<file path="src/rtl/fifo_uart_tx.sv">
// ---------------------------------------------------------------------------
// fifo_uart_tx
//
// UART transmitter that pulls bytes from the read port of a registered
// sync_fifo. A frame is 1 start bit, 8 data bits LSB first, an optional
// parity bit and 1 or 2 stop bits. Each byte costs exactly one read strobe.
// The FIFO's registered output is captured one cycle after that strobe.
// Bytes tagged as end-of-packet raise a one-cycle pulse once their stop
// bits have finished.
//
// Parameters
//   CLKS_PER_BIT : clock cycles per UART bit (>= 2)
//   PARITY       : 0 = none, 1 = even, 2 = odd
//   STOP_BITS    : 1 or 2
//
// Ports
//   clk            : single rising-edge clock
//   rst_n          : asynchronous active-low reset
//   tx_en          : allows a new frame to start (only looked at in IDLE)
//   fifo_empty     : FIFO empty flag
//   fifo_dout      : FIFO registered read data
//   fifo_dout_last : FIFO registered end-of-packet flag
//   fifo_rd_en     : one-cycle read strobe per byte (registered)
//   tx             : serial line, idles high (registered)
//   busy           : high in every state except IDLE (registered)
//   pkt_done       : one-cycle pulse after the stop bits of a last byte
// ---------------------------------------------------------------------------
module fifo_uart_tx #(
  parameter int CLKS_PER_BIT = 16,
  parameter int PARITY       = 0,
  parameter int STOP_BITS    = 1
) (
  input  logic       clk,
  input  logic       rst_n,
  input  logic       tx_en,
  input  logic       fifo_empty,
  input  logic [7:0] fifo_dout,
  input  logic       fifo_dout_last,
  output logic       fifo_rd_en,
  output logic       tx,
  output logic       busy,
  output logic       pkt_done
);

  localparam int                 CNT_W     = $clog2(CLKS_PER_BIT);
  localparam logic [CNT_W-1:0]   CNT_MAX   = CNT_W'(CLKS_PER_BIT - 1);
  localparam logic [2:0]         LAST_STOP = 3'(STOP_BITS - 1);

  typedef enum logic [2:0] {
    S_IDLE,
    S_FETCH,
    S_LOAD,
    S_START,
    S_DATA,
    S_PARITY,
    S_STOP
  } state_t;

  state_t           state;
  logic [CNT_W-1:0] baud_cnt;
  logic [2:0]       bit_cnt;
  logic [7:0]       shift_reg;
  logic             last_q;
  logic             parity_q;
  logic             bit_done;

  // The last cycle of the current bit period; every timed state advances here.
  assign bit_done = (baud_cnt == CNT_MAX);

  // Single FSM register block. Every output is a flop so the serial line and
  // the strobes never glitch. fifo_rd_en and pkt_done default low each cycle
  // so they can only ever be one-cycle pulses. bit_cnt counts data bits in
  // DATA and is reused to count stop bits in STOP; it wraps back to 0 after
  // the eighth data bit, so it is already cleared when STOP is entered.
  always_ff @(posedge clk or negedge rst_n) begin
    if (!rst_n) begin
      state      <= S_IDLE;
      baud_cnt   <= '0;
      bit_cnt    <= '0;
      shift_reg  <= '0;
      last_q     <= 1'b0;
      parity_q   <= 1'b0;
      fifo_rd_en <= 1'b0;
      tx         <= 1'b1;
      busy       <= 1'b0;
      pkt_done   <= 1'b0;
    end else begin
      fifo_rd_en <= 1'b0;
      pkt_done   <= 1'b0;

      case (state)
        S_IDLE: begin
          tx       <= 1'b1;
          baud_cnt <= '0;
          bit_cnt  <= '0;
          // Only read when the FIFO reports data, so it can never underflow.
          if (tx_en && !fifo_empty) begin
            state      <= S_FETCH;
            fifo_rd_en <= 1'b1;
            busy       <= 1'b1;
          end
        end

        // Read strobe is high during this cycle; the FIFO pops on the next edge.
        S_FETCH: begin
          state <= S_LOAD;
        end

        // The FIFO's registered output is now valid: capture it and start
        // driving the start bit on the same edge.
        S_LOAD: begin
          shift_reg <= fifo_dout;
          last_q    <= fifo_dout_last;
          parity_q  <= (PARITY == 2) ? ~^fifo_dout : ^fifo_dout;
          tx        <= 1'b0;
          baud_cnt  <= '0;
          state     <= S_START;
        end

        S_START: begin
          if (bit_done) begin
            baud_cnt <= '0;
            tx       <= shift_reg[0];
            state    <= S_DATA;
          end else begin
            baud_cnt <= baud_cnt + 1'b1;
          end
        end

        // tx is loaded with the next bit on the boundary edge, which is
        // shift_reg[1] before the shift takes effect.
        S_DATA: begin
          if (bit_done) begin
            baud_cnt  <= '0;
            shift_reg <= {1'b0, shift_reg[7:1]};
            bit_cnt   <= bit_cnt + 3'd1;
            if (bit_cnt == 3'd7) begin
              if (PARITY != 0) begin
                tx    <= parity_q;
                state <= S_PARITY;
              end else begin
                tx    <= 1'b1;
                state <= S_STOP;
              end
            end else begin
              tx <= shift_reg[1];
            end
          end else begin
            baud_cnt <= baud_cnt + 1'b1;
          end
        end

        S_PARITY: begin
          if (bit_done) begin
            baud_cnt <= '0;
            tx       <= 1'b1;
            state    <= S_STOP;
          end else begin
            baud_cnt <= baud_cnt + 1'b1;
          end
        end

        // Stop bits are counted whole bit periods at a time; the exit edge
        // also reports end-of-packet for bytes that were tagged last.
        S_STOP: begin
          tx <= 1'b1;
          if (bit_done) begin
            baud_cnt <= '0;
            if (bit_cnt == LAST_STOP) begin
              bit_cnt  <= '0;
              busy     <= 1'b0;
              pkt_done <= last_q;
              state    <= S_IDLE;
            end else begin
              bit_cnt <= bit_cnt + 3'd1;
            end
          end else begin
            baud_cnt <= baud_cnt + 1'b1;
          end
        end

        default: begin
          state    <= S_IDLE;
          tx       <= 1'b1;
          busy     <= 1'b0;
          baud_cnt <= '0;
          bit_cnt  <= '0;
        end
      endcase
    end
  end

endmodule
</file>
<file path="config.mk">
export PLATFORM = sky130hd
export DESIGN_NAME = fifo_uart_tx
export DESIGN_NICKNAME = d
export VERILOG_FILES = /design/src/rtl/fifo_uart_tx.sv
export SDC_FILE = /design/constraint.sdc
export NUM_CORES = 1
export LEC_CHECK = 0
export CAP_MARGIN = 15
export CELL_PAD_IN_SITES_DETAIL_PLACEMENT = 0
export CELL_PAD_IN_SITES_GLOBAL_PLACEMENT = 1
export CORE_MARGIN = 1.5
export CORE_UTILIZATION = 45
export DETAILED_ROUTE_END_ITERATION = 12
export PLACE_DENSITY_LB_ADDON = 0.12
export SETUP_SLACK_MARGIN = 0.4
export SYNTH_ARGS = -nofsm -noshare
export SYNTH_HDL_FRONTEND = slang
export SYNTH_SLANG_ARGS = --single-unit
</file>
<file path="constraint.sdc">
create_clock -name clk -period 2.8 [get_ports clk]
set_input_delay 0.28 -clock clk [delete_from_list [all_inputs] [get_ports clk]]
set_output_delay 0.28 -clock clk [all_outputs]
set_load 0.05 [all_outputs]
</file>
# After elaboration in Yosys (flattened, before gate mapping)
# Index checks and enable logic that the tools add are counted.
dict set report totals {
  regBits 23
  output_inout_bits 4
}
dict set report classes {
  n_addsub 2
  n_eq_ne 15
  muxes 30
  bitwise 3
  reduce_logical 13
}
# op count
set op_table {}
lappend op_table {{3-bit 2-to-1 mux} 10}
lappend op_table {{3-bit one-hot mux with 7 select lines} 1}
lappend op_table {{8-bit one-hot mux with 2 select lines} 1}
lappend op_table {{2-bit inequality test (second input constant)} 7}
lappend op_table {{3-bit equality test (second input constant)} 4}
lappend op_table {{1-bit 2-to-1 mux} 12}
lappend op_table {{3-bit one-hot mux with 3 select lines} 1}
lappend op_table {{8-bit 2-to-1 mux} 1}
lappend op_table {{4-bit one-hot mux with 2 select lines} 1}
lappend op_table {{4-bit AND reduction} 2}
lappend op_table {{4-bit OR reduction} 2}
lappend op_table {{7-bit AND reduction} 1}
lappend op_table {{3-bit by 2-bit equality test with 1-bit output (second input constant)} 2}
lappend op_table {{3-bit zero test} 2}
lappend op_table {{1-bit one-hot mux with 5 select lines} 1}
lappend op_table {{5-bit OR reduction} 1}
lappend op_table {{4-bit by 1-bit adder with 4-bit output (second input constant)} 1}
lappend op_table {{4-bit equality test (second input constant)} 1}
lappend op_table {{4-bit 2-to-1 mux} 1}
lappend op_table {{3-bit by 1-bit adder with 3-bit output (second input constant)} 1}
lappend op_table {{3-bit by 1-bit equality test with 1-bit output (second input constant)} 1}
lappend op_table {{1-bit NOT} 3}
lappend op_table {{1-bit one-hot mux with 3 select lines} 1}
lappend op_table {{3-bit AND reduction} 1}
lappend op_table {{other kinds (4)} 4}

# Longest topological paths before layout
# Gate-level depths: netlist (run 1).
dict set report logic_depth {
  word_depth 4
  ltp_mapped 6
  mapped_depth_nobuf 6
}

# Least setup slack after synthesis (run 1)
# No wires, ideal clock.
dict set report synth_path {
  kind {flip-flop to flip-flop}
  from {reg baud_cnt[0]}
  to {reg shift_reg[0]}
  setup_time_ns 0.125
  t_arrival_ns 1.405
  setup_slack_ns 1.270
  stages_incl_launch_ff 7
  path_buffers 1
  synth_period_minus_slack_ns 1.530
  path_cell_list {dfrtp_1 ha_1 nand3_1 o21ai_1 and2_1 buf_6 mux2_4}
}
dict set report synth_via {
  elab_chain_cells 3
}
# item line_no
set synth_rtl {}
lappend synth_rtl {{from (decl)} 60} ;# logic [CNT_W-1:0] baud_cnt;
lappend synth_rtl {{from (signal assigned)} 126} ;# baud_cnt <= baud_cnt + 1'b1;
lappend synth_rtl {{from (signal assigned)} 149} ;# baud_cnt <= baud_cnt + 1'b1;
lappend synth_rtl {{from (signal assigned)} 159} ;# baud_cnt <= baud_cnt + 1'b1;
lappend synth_rtl {{4-bit equality test} 68} ;# assign bit_done = (baud_cnt == CNT_MAX);
lappend synth_rtl {{2-bit inequality test (no source line)} --}
lappend synth_rtl {{2-bit AND reduction (no source line)} --}
lappend synth_rtl {{to (signal assigned)} 112} ;# shift_reg <= fifo_dout;
lappend synth_rtl {{to (signal assigned)} 135} ;# shift_reg <= {1'b0, shift_reg[7:1]};
lappend synth_rtl {{to (decl)} 62} ;# logic [7:0] shift_reg;
# Every way passes these cells.
# A chain may end at the register's enable or synchronous reset.

# Worst setup path in the final report (run 1)
dict set report layout_path {
  from {reg state[2]}
  to {reg shift_reg[2]}
}
dict set report layout_via {
  elab_chain_cells 3
  word_cells_on_any_way 6
  classes_between {3 x eq/ne; 1 x mux; 2 x reduce/logical}
}
# item line_no
set layout_rtl {}
lappend layout_rtl {{from (decl)} 59} ;# state_t state;
lappend layout_rtl {{from (signal assigned)} 77} ;# state <= S_IDLE;
lappend layout_rtl {{from (signal assigned)} 98} ;# state <= S_FETCH;
lappend layout_rtl {{from (signal assigned)} 106} ;# state <= S_LOAD;
lappend layout_rtl {{3-bit equality test / 3-bit by 2-bit equality test with 1-bit output (equally long branches)} 91} ;# case (state)
lappend layout_rtl {{2-bit inequality test (no source line) / 2-bit nonzero test (equally long branches)} --}
lappend layout_rtl {{2-bit AND reduction (no source line)} --}
# Several ways; a longest one is shown, not always the timed one.

==> results of run 1 <==
[worst register-to-register path, delay by kind of cell, from the launching register on]
kind / cells / cell delay (ps)
AOI/OAI and AO/OA: 1 / 150
DFF: 1 / 830
muxes: 1 / 350
and+or+nand+nor: 2 / 650
[area by class of cell]
cell class / count / area, um^2 / share of cell area
multi-input combinational: 97 / 706.9 / 0.4593
sequential: 23 / 576.8 / 0.3748
timing repair buffer: 18 / 175.2 / 0.1138
tap: 31 / 38.79 / 0.02520
clock buffer: 4 / 26.28 / 0.01707
inverter: 4 / 15.01 / 0.009756
[per-layer routing]
layer	routed length (um)	up-vias	GRT usage
li1	-	504	-
met1	1304	486	0.2575
met2	1301	21	0.2857
met3	116	2	0.02232
met4	17	0	0.05980
met5	0	-	0
[logic make-up after synthesis]
kind of cell / after synthesis / share of synthesized area
AO/OA/AOI/OAI: 32 / 0.1603
adder cells (fa/ha/maj): 4 / 0.03707
buffers and inverters: 13 / 0.04912
flip-flops: 23 / 0.4273
multiplexers: 17 / 0.1594
AND/OR/NAND/NOR: 44 / 0.1668
[report_power, final]
part	internal [W]	total (W)	switching, W
Combinational	0.0000278	0.0000436	0.0000157
Clock	0.0000556	0.000156	0.000101
Sequential	0.000339	0.000343	0.00000425
[cells in the final DEF (no fill, tap or decap)]
cell type	instances
nand2_1	13
nor3b_2	1
a311oi_1	1
mux2_2	8
inv_1	4
a21o_1	2
a21oi_1	3
and2_1	1
dfstp_2	1
nand3b_1	1
mux2_4	7
nand3_1	6
dfrtp_1	22
a21boi_0	2
buf_4	2
o21ai_0	9
nor3_1	3
nor3b_1	1
nand2b_1	3
o221ai_1	2
mux2i_1	2
nor2_4	1
a22o_1	1
nand2b_2	1
o41ai_1	1
nor2b_1	1
a2bb2oi_1	1
clkbuf_1	1
o32ai_1	2
and3_1	3
a31oi_1	3
clkbuf_4	3
o22ai_1	2
nor2_1	9
o21ai_1	1
clkdlybuf4s50_1	16
o2bb2a_1	1
ha_1	4
o211a_1	1
[how the worst min path moves through the flow]
stage	cells after the start	startpoint	to	slack, ps
after global placement	1	shift_reg[7]	shift_reg[7]	490
final	2	rst_n	baud_cnt[2]	300
after detailed placement	1	shift_reg[7]	shift_reg[7]	490
after global routing	2	rst_n	baud_cnt[2]	300
after CTS	2	rst_n	baud_cnt[2]	300
after floorplan	0	rst_n	baud_cnt[0]	-20
[stage by stage]
step           utilization  hold slack, ps  cells  cell area (um^2)  setup WS (ps)
2_1_floorplan            -          -15.59    133              1350           1270
3_3_place_gp        0.5393           488.9    173              1513          850.0
3_5_place_dp        0.5393           487.1    173              1513          769.9
4_1_cts             0.5486           301.7    177              1539          754.6
5_1_grt             0.5486           303.5    177              1539          585.2
6_report            0.5486           299.5    177              1539          719.1
==> impl_metrics.toml, run 1 <==
[synth]
yosys_warnings = 0
synth_most_common_cell = "dfrtp_1"
synth_flop_cell = "dfrtp_1"
synthCells = 133
yosys.area.top_type_share = 0.4078
avgSynthCellArea_um2 = 10.15
synth_cell_types = 39
ys_ff_latch = 23
syn_area_um2 = 1350
synth-edff-count = 0
synth_top_cell_by_area = "dfrtp_1"
syn_nets = 150
ys_seq_area_frac = 0.4272
synth_top_cells_by_count = "dfrtp_1 (22), nand2_1 (13), nor2_1 (9), o21ai_0 (9), mux2_2 (8)"
synth_async_sr_flop_share = 1.000
synthTopCellsByArea = "dfrtp_1 (41%), mux2_4 (7.8%), mux2_2 (6.7%)"

[setup_path]
critPathTopFamily = "flip-flops"
arrival_ps = 2290
crit_path_max_incr_delay_ps = 830
worst-r2r-setup-slack_ps = 720
end_kind = "flip-flop"
slowest_stage = "dfrtp_1"
crit_type = "flip-flop to flip-flop"
worst-path-stages = 4
reg2reg_depth = 4
startpoint = "state[2]"
path_buf_inv = 0
worstReg2RegEnd = "shift_reg[2]"
cp_cell_sequence = "nand2b_2, o21ai_1, and2_1, mux2_4"
required_ps = 3010
critPathCapture = "shift_reg[2]"
rr_startpoint = "state[2]"
cp_max_fo = 24
critPathLaunchType = "flip-flop"

[floorplan]
die_h_um = 57.78
placementRows = 19
core_area_um2 = 2805
die_w_um = 57.78
start_util = 0.4813
ios = 17
die_area_um2 = 3338

[drt]
drc = 7
final_antenna_net_count = 0
vias = 1013
drt_iter0_drc = 35
wl_per_cell_um = 15.47
drt_wl_total_um = 2739
dr.pass1.iters = 8
viasPerCell = 5.723

[global_route]
grt_max_degree = 25
grt_pass1_vias = 1033
antenna_found_initial = 0
grt_pass1_wl_um = 4719
grt.total_usage = 0.1805
grt_overflow = 0

[run_status]
violations = "design-rule violations"
outcome = "finished with violations"

[sta]
fin_crit_sh = 0.7432
max_freq_ghz = 0.4806
rsz0062_at_grt = "no"
finalCriticalPeriod_ps = 2081
hold_violations = 0
fin_tns_setup_ps = 0
maxSlewHeadroom = 0.5179
setup_viol = 0
slew_violations = 0
clock_skew_ps = 4.773
worst-slew-pin-transition_ps = 723.1

[clock_tree]
htree_levels = 1
clk_latency_ps = 310
post_cts_resized = 0
numCtsBuffers = 3
hold_buffers = 0
clk_pin_slew_worst_paths_ps = 130
cts_root_buffer = "clkbuf_4"
cts_setup_buffers = 0
clock-sinks = 23
clk_path_buf_depth = 2
cts_tree = "done"

[power]
power.density_nw_per_um2 = 353.0
power_w = 0.0005433
total_leakage_power_nw = 0.6948
vdd_drop_max_mv = 0.2345

[final_layout]
diodes = 0
drive_gt1_frac = 0.1644
largest_reg_flops = 8
area_growth_syn_to_layout_pct = 13.99
layout.nets = 164
final.fill_count = 264

[placed_design]
io_buffers = 16
hpwl_um = 1875
place_congestion = 0.6946

[job]
cap_violations = 0

[worst_hold_path]
hold_class = "input pin to async pin"
(Power assumes the default switching activity.)
==> inputs of run 2 (changes only) <==
--- a/config.mk
+++ b/config.mk
@@ -9,7 +9,7 @@
 export CELL_PAD_IN_SITES_DETAIL_PLACEMENT = 0
 export CELL_PAD_IN_SITES_GLOBAL_PLACEMENT = 1
 export CORE_MARGIN = 1.5
-export CORE_UTILIZATION = 45
+export CORE_UTILIZATION = 42
 export DETAILED_ROUTE_END_ITERATION = 12
 export PLACE_DENSITY_LB_ADDON = 0.12
 export SETUP_SLACK_MARGIN = 0.4
==> constraint.sdc (replaced) <==
create_clock -name clk -period 2.1 [get_ports clk]
set_input_delay 0.21 -clock clk [delete_from_list [all_inputs] [get_ports clk]]
set_output_delay 0.21 -clock clk [all_outputs]
set_load 0.05 [all_outputs]
==> impl_metrics.toml, run 2 (same netlist as run 1, synthesis figures left out) <==
[run_status]
outcome = "finished clean"

[clock_tree]
clk_latency_ps = 300
htree_levels = 1
clk_path_buf_depth = 2
hold_buffers = 0
clock-sinks = 23
numCtsBuffers = 3
cts_tree = "done"
clk_pin_slew_worst_paths_ps = 120
cts_root_buffer = "clkbuf_4"

[drt]
dr.pass1.iters = 4
final_antenna_net_count = 0
drc = 0
vias = 1040
viasPerCell = 5.333
wl_per_cell_um = 14.10
drt_iter0_drc = 40
drt_wl_total_um = 2750

[setup_path]
cp_max_fo = 1
path_buf_inv = 1
critPathLaunchType = "flip-flop"
crit_path_max_incr_delay_ps = 790
arrival_ps = 1440
crit_type = "flip-flop to output port"
end_kind = "output port"
slowest_stage = "clkdlybuf4s50_1"
required_ps = 1890
critPathTopFamily = "buffers and inverters"
cp_cell_sequence = "clkdlybuf4s50_1"

[sta]
fin_crit_sh = 0.7871
setup_viol = 0
fin_tns_setup_ps = 0
maxSlewHeadroom = 0.6661
max_freq_ghz = 0.6050
slew_violations = 0
hold_violations = 0
worst-slew-pin-transition_ps = 500.0
setup_ws_ps = 447.1
finalCriticalPeriod_ps = 1653
clock_skew_ps = 4.372
rsz0062_at_grt = "no"

[global_route]
grt_pass1_wl_um = 4381
antenna_found_initial = 0
grt.total_usage = 0.1616
grt_max_degree = 24
grt_pass1_vias = 948
grt_overflow = 0

[floorplan]
core_area_um2 = 3053
placementRows = 20
die_w_um = 59.70
ios = 17
die_area_um2 = 3563
die_h_um = 59.70
start_util = 0.4422

[final_layout]
diodes = 0
final.fill_count = 302
final_common_cell = "dfrtp_1"
layout.nets = 169
multiInputGateArea_um2 = 723.2
layout_common_cells = "dfrtp_1 (20), nand2_1 (13), clkdlybuf4s50_1 (13), nor2_1 (9), o21ai_0 (9)"
largest_reg_flops = 8
drive_gt1_frac = 0.2185
area_growth_syn_to_layout_pct = 19.37
seq_area_um2 = 579.3

[placed_design]
hpwl_um = 1910
place_worst_setup_slack_ps = 265.3
place_congestion = 0.7365
io_buffers = 16

[power]
vdd_drop_max_mv = 0.2436
power.density_nw_per_um2 = 445.1
total_leakage_power_nw = 0.7356

[worst_hold_path]
hold_class = "input pin to async pin"

[job]
cap_violations = 0
run 2: changes by cell type in the layout (fill, tap and decap cells not counted), moves of 2 or more:
cell / before / now
dfrtp_1: 22 / 20
buf_4: 2 / 7
dlygate4sd2_1: 0 / 2
dfrtp_2: 0 / 2
clkdlybuf4s50_1: 16 / 13
run 2: final timing paths:
path	cells past startpoint	slack (ps)	to	from
worst max-delay path	1	450	pkt_done	pkt_done
worst min-delay path	2	240	baud_cnt[3]	rst_n
worst max register to register	4	480	shift_reg[1]	state[1]
worst min register to register	1	520	shift_reg[7]	shift_reg[7]
max in group asynchronous	2	1570	tx	rst_n
min in group clk	2	510	last_q	fifo_dout_last
run 2: layout make-up:
type / instances / area share
well taps: 44 / 0.03416
inverters: 4 / 0.009317
clock buffers: 4 / 0.01630
flip-flops and latches: 23 / 0.3595
repair buffers: 23 / 0.1320
multi-input cells: 97 / 0.4488
run 2: routing by layer:
metal / share of wire / wire (um) / global-route usage / up-vias
li1: - / - / - / 516
met1: 0.49 / 1341 / 0.2404 / 499
met2: 0.48 / 1307 / 0.2407 / 23
met3: 0.030 / 83 / 0.02597 / 2
met4: 0.0062 / 17 / 0.04762 / 0
met5: 0 / 0 / 0 / -
run 2: power by group:
part	switching, W	leakage (nW)	total [W]	internal [W]
logic	0.0000209	0.457	0.0000573	0.0000364
clock network	0.000128	0.0150	0.000202	0.0000740
registers	0.00000539	0.264	0.000458	0.000452
total	0.000155	0.736	0.000717	0.000563
run 2: through the flow:
stage	power (W)	instance area, um^2	utilization	cells	hold slack [ps]
after floorplan	0.0004868	1350	-	133	-85.59
after global placement	0.0005238	1544	0.5057	188	487.4
after detailed placement	0.0005252	1544	0.5057	188	488.6
after CTS	0.0007318	1573	0.5152	192	241.8
after global routing	0.0007460	1612	0.5279	195	261.5
final	0.0007173	1612	0.5279	195	244.2
run 2: worst register-to-register path: cells and delay by family, from the launching register on:
| kind | cells | cell delay, ps |
|---|---|---|
| multiplexers | 2 | 620 |
| flip-flops | 1 | 460 |
| AND/OR/NAND/NOR | 2 | 420 |
run 2: repair_timing:
action | CTS | global route
pin swaps | 0 | 1
setup buffers | 0 | 3
setup endpoints to repair | 11 | 12
gates resized for setup | 5 | 5
